`src/rtl/wb_repne_sequencer.sv`:
```
// Writeback-side REPNE CMPS controller: tracks the working ECX count, detects loop
// termination from the retiring compare uop and issues the final ECX writeback.
module wb_repne_sequencer #(
  parameter int unsigned ITER_W = 16,
  parameter int unsigned ZF_BIT = 6
) (
  input  logic              CLK,
  input  logic              RST,
  input  logic              WB_V,
  input  logic              WB_stall,
  input  logic              WB_d2_repne_wb,
  input  logic              WB_is_cmps_first_uop,
  input  logic              WB_is_cmps_second_uop,
  input  logic [31:0]       WB_RESULT_C,
  input  logic [31:0]       WB_FLAGS,
  input  logic [31:0]       WB_ecx,
  output logic [31:0]       saved_count,
  output logic              repne_active,
  output logic              wb_repne_terminate_all,
  output logic              wb_repne_suppress,
  output logic              wb_ld_ecx,
  output logic [31:0]       wb_ecx_value,
  output logic [ITER_W-1:0] iter_count,
  output logic              repne_err
);

  typedef enum logic [1:0] {StIdle, StLoop, StTerm} state_e;

  state_e              state_q, state_d;
  logic [31:0]         saved_q, saved_d;
  logic [ITER_W-1:0]   iter_q, iter_d, iter_inc;
  logic                err_q, err_d;
  logic                adv, non_repne, is_first, is_second, term;

  assign adv       = WB_V & ~WB_stall & WB_d2_repne_wb;
  assign non_repne = WB_V & ~WB_stall & ~WB_d2_repne_wb;
  // A uop flagged as both first and second is handled as a compare uop.
  assign is_second = WB_is_cmps_second_uop;
  assign is_first  = WB_is_cmps_first_uop & ~WB_is_cmps_second_uop;
  assign term      = (WB_RESULT_C == 32'd0) | WB_FLAGS[ZF_BIT];
  assign iter_inc  = (iter_q == {ITER_W{1'b1}}) ? iter_q : iter_q + 1'b1;

  always_comb begin
    state_d           = state_q;
    saved_d           = saved_q;
    iter_d            = iter_q;
    err_d             = err_q;
    wb_repne_suppress = 1'b0;
    wb_ld_ecx         = 1'b0;
    wb_ecx_value      = 32'd0;
    case (state_q)
      StIdle: begin
        if (adv) begin
          if (is_second) begin
            err_d = 1'b1;
          end else if (is_first) begin
            saved_d = WB_ecx;
            iter_d  = '0;
            if (WB_ecx == 32'd0) begin
              wb_repne_suppress = 1'b1;
              state_d           = StTerm;
            end else begin
              state_d = StLoop;
            end
          end
        end
      end
      StLoop: begin
        if (non_repne) begin
          err_d   = 1'b1;
          state_d = StIdle;
        end else if (adv && is_second) begin
          if (WB_is_cmps_first_uop) err_d = 1'b1;
          saved_d = WB_RESULT_C;
          iter_d  = iter_inc;
          if (term) begin
            wb_ld_ecx    = 1'b1;
            wb_ecx_value = WB_RESULT_C;
            state_d      = StTerm;
          end
        end
      end
      // Uops seen here are already being flushed.
      StTerm:  state_d = StIdle;
      default: state_d = StIdle;
    endcase
    if (RST) begin
      wb_repne_suppress = 1'b0;
      wb_ld_ecx         = 1'b0;
      wb_ecx_value      = 32'd0;
    end
  end

  always_ff @(posedge CLK) begin
    if (RST) begin
      state_q <= StIdle;
      saved_q <= 32'd0;
      iter_q  <= '0;
      err_q   <= 1'b0;
    end else begin
      state_q <= state_d;
      saved_q <= saved_d;
      iter_q  <= iter_d;
      err_q   <= err_d;
    end
  end

  assign saved_count            = saved_q;
  assign repne_active           = (state_q == StLoop);
  assign wb_repne_terminate_all = (state_q == StTerm) & ~RST;
  assign iter_count             = iter_q;
  assign repne_err              = err_q;

endmodule

```
`config.mk`:
```
export PLATFORM = sky130hd
export DESIGN_NAME = wb_repne_sequencer
export DESIGN_NICKNAME = d
export VERILOG_FILES = /design/src/rtl/wb_repne_sequencer.sv
export SDC_FILE = /design/constraint.sdc
export NUM_CORES = 1
export LEC_CHECK = 0
export BUFFER_PORTS_ARGS = -buffer_cell sky130_fd_sc_hd__buf_2
export CAP_MARGIN = 40
export CORE_MARGIN = 2
export CORE_UTILIZATION = 38
export DETAILED_ROUTE_END_ITERATION = 8
export PLACE_DENSITY = 0.77
export SLEW_MARGIN = 20
export SYNTH_ARGS = -nofsm -noshare
export SYNTH_HDL_FRONTEND = slang
export SYNTH_SLANG_ARGS = --single-unit
```
`constraint.sdc`:
```
create_clock -name CLK -period 2.2 [get_ports CLK]
set_input_delay 0.33 -clock CLK [delete_from_list [all_inputs] [get_ports CLK]]
set_output_delay 0.33 -clock CLK [all_outputs]
set_load 0.01 [all_outputs]
```
# After elaboration in Yosys (flattened, before gate mapping)
# Cells that the tools add are included.
totals:
  out_inout_bits: 85
  ff_bits: 51
classes:
  bitwise: 10
  reduce_logical: 9
  muxes: 43
  addsub: 1
  n_eq_ne: 13
op_table:
  columns: ["cell", "n"]
  rows:
  - ["32-bit 2-to-1 mux", 10]
  - ["16-bit 2-to-1 mux", 6]
  - ["32-bit logical NOT", 2]
  - ["32-bit one-hot mux with 2 select lines", 1]
  - ["16-bit one-hot mux with 2 select lines", 1]
  - ["16-bit by 1-bit adder with 16-bit output, second input constant", 1]
  - ["16-bit equality test, second input constant", 1]
  - ["1-bit 2-to-1 mux", 16]
  - ["2-bit 2-to-1 mux", 7]
  - ["2-bit != test, second input constant", 6]
  - ["5-bit AND reduction", 2]
  - ["7-bit AND reduction", 1]
  - ["3-bit by 1-bit != test with 1-bit output, second input constant", 2]
  - ["6-bit AND reduction", 1]
  - ["1-bit AND", 5]
  - ["1-bit inverter", 4]
  - ["2-bit one-hot mux with 2 select lines", 1]
  - ["3-bit by 2-bit != test with 1-bit output, second input constant", 1]
  - ["2-bit by 1-bit equality test with 1-bit output, second input constant", 1]
  - ["2-bit equality test, second input constant", 1]
  - ["2-bit logical NOT", 1]
  - ["2-bit by 1-bit != test with 1-bit output, second input constant", 1]
  - ["1-bit one-hot mux with 2 select lines", 1]
  - ["2-bit nonzero test", 1]
  - ["other kinds (2)", 2]

# Longest topological paths before layout
# Gate-level depths: netlist (run 1).
depth:
  ltp_word: 8
  depth_mapped: 7

# Least setup slack after synthesis (run 1)
# No wires, ideal clock.
synth_path:
  path_type: "reg2reg"
  startpoint: "register state_q[0]"
  endpoint: "register iter_q[13] (netlist: iter_count[13])"
  stages_incl_launch_ff: 7
  path_buffers: 1
  period_less_slack_ns: 2.078
  setup_slack_ns: 0.122
  t_arrival_ns: 2.008
  cell_sequence: "dfxtp_1 -> or4b_4 -> o2bb2a_4 -> buf_6 -> a211o_4 -> or3_1 -> a21oi_1"
synth_between:
  elab_chain_cells: 3
  elab_cells_between_ends: 11
synth_rtl:
  columns: ["item", "line_no", "text"]
  rows:
  - ["start: declaration", "29", "state_e state_q, state_d;"]
  - ["start signal: assignment", "96", "state_q <= StIdle;"]
  - ["start signal: assignment", "101", "state_q <= state_d;"]
  - ["2-bit by 1-bit equality test with 1-bit output or 2-bit logical NOT (tied branches)", "51", "case (state_q)"]
  - ["2-bit != test (no source line) (tied with other cells)", null, null]
  - ["7-bit AND reduction (no source line)", null, null]
  - ["end signal: assignment", "103", "iter_q <= iter_d;"]
  - ["end: declaration", "31", "logic [ITER_W-1:0] iter_q, iter_d, iter_inc;"]
# Several ways; a longest one is shown, not always the timed one.
# A chain may end at the register's enable or synchronous reset.

# Final worst setup path (run 1)
layout_path:
  startpoint: "input port WB_RESULT_C[24]"
  endpoint: "output port wb_ecx_value[26]"
layout_between:
  elab_chain_cells: 7
layout_rtl:
  columns: ["item", "line_no", "text"]
  rows:
  - ["start: declaration", "14", "input logic [31:0] WB_RESULT_C,"]
  - ["32-bit logical NOT", "40", "assign term = (WB_RESULT_C == 32'd0) | WB_FLAGS[ZF_BIT];"]
  - ["1-bit bitwise OR", "40", null]
  - ["32-bit 2-to-1 mux", "76", "if (term) begin"]
  - ["32-bit 2-to-1 mux", "72", "end else if (adv && is_second) begin"]
  - ["32-bit 2-to-1 mux", "69", "if (non_repne) begin"]
  - ["32-bit 2-to-1 mux", "51", null]
  - ["32-bit 2-to-1 mux", "87", "if (RST) begin"]
  - ["end: declaration", "22", "output logic [31:0] wb_ecx_value,"]
# No other way between the ends.

==> metrics.txt, run 1 <==
async set or reset register ratio after synthesis 0%; max incr delay on CP 0.28 ns; Netlist Area Pre-Place 0.00277 mm2; Min-Delay Endpoint repne_err; P_leak 1.80 nW; clk_skew 0.0130 ns; slew margin rel. 64.2%; first-pass GRT wire length 13400 um; fin nets 603; initial antenna violation count 0; FF/Latch Area 0.00102 mm2; critical path's slowest cell and4b_1; Sw Pwr 0.469 mW; RSZ-0062 raised after global routing yes; number of global-route vias before repair 2835; Die W 89.3 um; Worst EP arrival 1.87 ns; All-Layer GR Usage 21.4%; Die Span Y 89.3 um; #FFs+latches synth 51; Setup WS pre-CTS -0.0841 ns; core area 0.00714 mm2; Synth Flop Type dfxtp_1; HP Class primary input to flip-flop; max-cap violations 0; antenna fix cells 0; CP Launch Type primary input; combinational power share 14.9%; WS Path Type primary input to primary output; I/O Pins 188; non-filler cells, final 599; num rows 31; largest net degree at the start of global routing 35; WP data required 1.87 ns; die area 0.00798 mm2; final setup vio count 0; GRT Residual Overflow 0; Worst Hold Depth 2; post-synth top area share 36.9%; area of the multi-input gates 0.00177 mm2; post-layout util 58.6%; CP endpoint kind primary output; final WL 8910 um; fillcell total 659; 1st-iter DRT viols 84; clk sinks 51; Clock power frac 35.8%; Post-synth EDFFs 0; Cells after Synth 322; Inserted Clock Buffers 5; Worst-Margin Slew 0.523 ns; post-layout instance area 0.00418 mm2; sequential area share after synthesis 36.9%; CTS max path bufs 2; critical register-to-register path endpoint iter_count[15]; Detail Route Antenna Nets 0; placed cells 585; Worst-path clk slew 0.09 ns; Port Buf Inserts 156; Root Driver clkbuf_8; status complete, no violations; post-route setup slack 0.00181 ns; post-route minimum period 2.20 ns; syn_area_per_cell 8.59 um2; Power Internal 1.45 mW; Power Density 459 mW/mm2; Fmax 455 MHz; DRC violations left 0; Min Hold Slack 0.315 ns; Synth cell types 40; top-count cell post-synth dfxtp_1; commonest cells in the netlist 51 x dfxtp_1, 48 x nor2_1, 37 x a211oi_1; Detailed Routing Iterations Pass 1 4; post-DP HPWL 6840 um; routed len/inst 14.9 um; routed via count 3084; TNS Setup 0 ns; cell repeated most along the worst path buf_2; Crit Path Max Fanout 33; vias per inst 5.15; min-delay src RST; Clock Latency Late Sink 0.30 ns; Seq pwr share 49.4%; Synth Warn # 0; CTS tree built; reg2reg setup slack 0.12 ns; GPL Wtd Cong 0.869; Sw Share 24.4%; Slew Viols, Final 0; synth top area cells dfxtp_1 37%, mux2i_1 12%, a211oi_1 10%; hold buffer count at CTS 0; DP Area 0.00387 mm2; Area Overhead vs Synth 51.2%; r2r startpoint state_q[0]; Hold Violations, Final 0; Reg2Reg Depth 5; initial core utilization 38.8%; H-tree depth 2; layout cell share with drive strength beyond 1 44.0%; Total Power 1.92 mW; area leader, netlist dfxtp_1; Final period util 99.9%; peak supply drop 287 uV; Net Count, Synth 426; CP cell instances buf_2 -> nor4_4 -> nand4_1 -> o21bai_1 -> and4b_1 -> buf_12 -> and2_1 -> buf_2
## flip-flops by register name, indices dropped and copies added (netlist names)
register     flops
iter_count      16
repne_err        1
saved_count     32
state_q          2
## layout by cell type, fill, tap and decap left out, types with 3 or more instances in the layout
cell type / Yosys / final
buf_4: 0 / 34
buf_6: 1 / 5
nand4_1: 5 / 5
nor2_1: 48 / 47
xnor2_1: 8 / 8
or3_1: 6 / 6
a211oi_1: 37 / 37
nand3_1: 8 / 8
buf_2: 2 / 150
nor4_1: 17 / 10
a21oi_1: 6 / 6
clkbuf_8: 0 / 6
xor2_1: 3 / 3
o21ai_0: 5 / 5
nor4_4: 0 / 4
nand2_1: 9 / 9
dfxtp_1: 51 / 50
nor4_2: 0 / 3
inv_1: 3 / 3
and2_1: 32 / 31
buf_12: 0 / 3
mux2i_1: 33 / 33
## routing by layer
metal / track usage (%) / share of wire (%) / vias to the layer above
met5: 0 / 0 / -
met4: 4.34 / 1.2 / 0
met3: 5.72 / 6.8 / 13
met2: 38.5 / 51 / 123
met1: 25.5 / 41 / 1428
li1: - / - / 1520
## how the worst max path moves through the flow
stage | start | to | slack, ns | cells after the start
after floorplan | state_q[0] | iter_count[13] | 0.12 | 6
after global placement | WB_RESULT_C[12] | wb_ecx_value[26] | -0.09 | 8
after detailed placement | WB_RESULT_C[25] | wb_ecx_value[26] | -0.08 | 8
after CTS | WB_RESULT_C[25] | wb_ecx_value[26] | -0.02 | 8
after global routing | WB_RESULT_C[22] | wb_ecx_value[17] | -0.05 | 8
final | WB_RESULT_C[24] | wb_ecx_value[26] | 0.002 | 8
## cell type report
| cell class | instances | area share (%) |
|---|---|---|
| clock buffers | 6 | 1.97 |
| multi-input cells | 245 | 42.3 |
| flip-flops and latches | 51 | 24.4 |
| repair buffers | 193 | 27.2 |
| clock inverters | 2 | 0.838 |
| well taps | 99 | 2.96 |
| inverters | 3 | 0.269 |
## power groups by stage
stage	Clock [mW]	Combinational, mW	Sequential (mW)
after floorplan	0	0.0881	0.975
after global placement	0	0.248	0.968
after detailed placement	0	0.254	0.968
after CTS	0.698	0.269	0.947
after global routing	0.735	0.308	0.949
final	0.686	0.285	0.947
## critical path: cells and delay by family
family                 cells  cell delay (ns)
AO/OA/AOI/OAI              1             0.25
buffers and inverters      3             0.43
AND/OR/NAND/NOR            4             0.84
## cell families after synthesis
family	after synthesis	synth area share, %
buffers and inverters	26	3.89
flip-flops	51	36.9
multiplexers	33	11.9
AND/OR/NAND/NOR	141	27.2
AO/OA/AOI/OAI	59	16.1
XOR/XNOR	11	3.48
adder cells (fa/ha/maj)	1	0.452
## timing repair
| action | 4_1_cts | 5_1_grt |
|---|---|---|
| endpoints found under the setup margin | 33 | 34 |
| setup buffers | 6 | 0 |
| hold endpoints to repair | 0 | 0 |
| pin swaps | 1 | 1 |
| gates resized for setup | 10 | 18 |
Note: power is estimated with default switching activity, not from simulation.
==> run 2: changes to the inputs <==
SETUP_SLACK_MARGIN = 0.02   (was unset)
==> metrics.txt, run 2 (synthesized netlist as in run 1, its figures left out) <==
vias per inst 5.17 (was 5.15); first-pass GRT wire length 13400 um (about the same); Min-Delay Endpoint repne_err (unchanged); Crit Path Max Fanout 33 (unchanged); max-cap violations 0 (unchanged); RSZ-0062 raised after global routing yes (unchanged); HP Class primary input to flip-flop (unchanged); Final period util 99.8% (was 99.9%); Worst Hold Depth 2 (unchanged); Setup WS pre-CTS -0.0841 ns (unchanged); critical register-to-register path endpoint iter_count[15] (unchanged); Die Span Y 89.3 um (unchanged); post-DP HPWL 6840 um (unchanged); Detailed Routing Iterations Pass 1 4 (unchanged); H-tree depth 2 (unchanged); peak supply drop 287 uV (about the same); P_leak 1.80 nW (about the same); final setup vio count 0 (unchanged); num rows 31 (unchanged); Worst-path clk slew 0.09 ns (about the same); clk_skew 0.0129 ns (was 0.0130 ns); antenna fix cells 0 (unchanged); post-layout util 58.7% (was 58.6%); WP data required 1.87 ns (about the same); DRC violations left 0 (unchanged); number of global-route vias before repair 2851 (was 2835); final WL 8880 um (was 8910 um); most common cell after layout, fill and taps aside buf_2 (unchanged); initial antenna violation count 0 (unchanged); Clock Latency Late Sink 0.30 ns (about the same); 1st-iter DRT viols 86 (was 84); fin nets 603 (unchanged); CP Launch Type primary input (unchanged); post-route setup slack 0.00503 ns (was 0.00181 ns); GRT Residual Overflow 0 (unchanged); initial core utilization 38.8% (unchanged); min-delay src RST (unchanged); WS Path Type primary input to primary output (unchanged); Hold Violations, Final 0 (unchanged); GPL Wtd Cong 0.869 (unchanged); DP Area 0.00387 mm2 (unchanged); All-Layer GR Usage 21.4% (about the same); CTS tree built (unchanged); core area 0.00714 mm2 (unchanged); largest net degree at the start of global routing 35 (unchanged); die area 0.00798 mm2 (unchanged); commonest cells after routing, fill and taps aside 150 x buf_2, 50 x dfxtp_1, 47 x nor2_1 (unchanged); Fmax 456 MHz (was 455 MHz); fillcell total 658 (was 659); Root Driver clkbuf_8 (unchanged); Die W 89.3 um (unchanged); Worst EP arrival 1.86 ns (was 1.87 ns); Worst-Margin Slew 0.524 ns (was 0.523 ns); max FFs per register 32 (unchanged); reg2reg setup slack 0.15 ns (was 0.12 ns); post-route minimum period 2.19 ns (was 2.20 ns); CTS max path bufs 2 (unchanged); Inserted Clock Buffers 5 (unchanged); CP endpoint kind primary output (unchanged); Port Buf Inserts 156 (unchanged); Detail Route Antenna Nets 0 (unchanged); I/O Pins 188 (unchanged); clk sinks 51 (unchanged); Power Density 458 mW/mm2 (was 459 mW/mm2); layout cell share with drive strength beyond 1 44.0% (unchanged); r2r startpoint state_q[0] (unchanged); routed len/inst 14.8 um (was 14.9 um); status complete, no violations (unchanged); slew margin rel. 64.2% (about the same); Area Overhead vs Synth 51.4% (was 51.2%); post-layout instance area 0.00419 mm2 (was 0.00418 mm2); Reg2Reg Depth 5 (unchanged); routed via count 3096 (was 3084); Slew Viols, Final 0 (unchanged)
## run 2: cell counts in the layout (fill, tap and decap cells not counted)
No cell type changed its count.
## run 2: worst max-delay path by stage
stage,from,end,slack [ns],cells after the start
after floorplan,state_q[0],iter_count[13],0.12,6
after global placement,WB_RESULT_C[12],wb_ecx_value[26],-0.09,8
after detailed placement,WB_RESULT_C[25],wb_ecx_value[26],-0.08,8
final,WB_RESULT_C[24],wb_ecx_value[26],0.005,8
after CTS,WB_RESULT_C[21],wb_ecx_value[26],-0.0004,8
after global routing,WB_RESULT_C[22],wb_ecx_value[17],-0.05,8
## run 2: metal layers
metal	wire, um	GRT usage (%)	up-vias
li1	-	-	1526
met1	3590	25.4	1434
met2	4550	38.2	123
met3	618	5.91	13
met4	125	5.16	0
met5	0	0	-
## run 2: worst max-delay path: stages
cell,delay [ns]
buf_2,0.12
nor4_4,0.26
nand4_1,0.15
o21bai_1,0.25
and4b_1,0.28
buf_12,0.18
and2_1,0.15
buf_2,0.13
## run 2: report_power, final
| part | switching (mW) | total, mW | internal (mW) |
|---|---|---|---|
| registers | 0.00838 | 0.946 | 0.937 |
| logic | 0.143 | 0.286 | 0.143 |
| clock network | 0.317 | 0.686 | 0.369 |
| total | 0.468 | 1.92 | 1.45 |
## run 2: stage by stage
step / power [mW] / cells / hold slack [ns] / setup TNS (ns)
floorplan: 1.06 / 322 / 0.520 / 0
global placement: 1.22 / 585 / 0.484 / -2.23
detailed placement: 1.22 / 585 / 0.490 / -1.88
CTS: 1.92 / 599 / 0.291 / -0.000367
global route: 1.99 / 599 / 0.318 / -0.968
finish: 1.92 / 599 / 0.314 / 0
## run 2: area by class of cell
cell class / instances / area (um2) / share of cell area, %
Clock inverter: 2 / 35.0 / 0.837
Sequential cell: 51 / 1020 / 24.5
Timing Repair Buffer: 193 / 1140 / 27.2
Inverter: 3 / 11.3 / 0.269
Multi-Input combinational cell: 245 / 1770 / 42.2
Clock buffer: 6 / 82.6 / 1.97
Tap cell: 99 / 124 / 2.96
## run 2: what timing repair did
action	CTS	global route
cloned	0	0
hold buffers	0	0
pin swaps	1	2
resized for setup	13	17
setup buffers	6	0
endpoints found under the setup margin	33	35
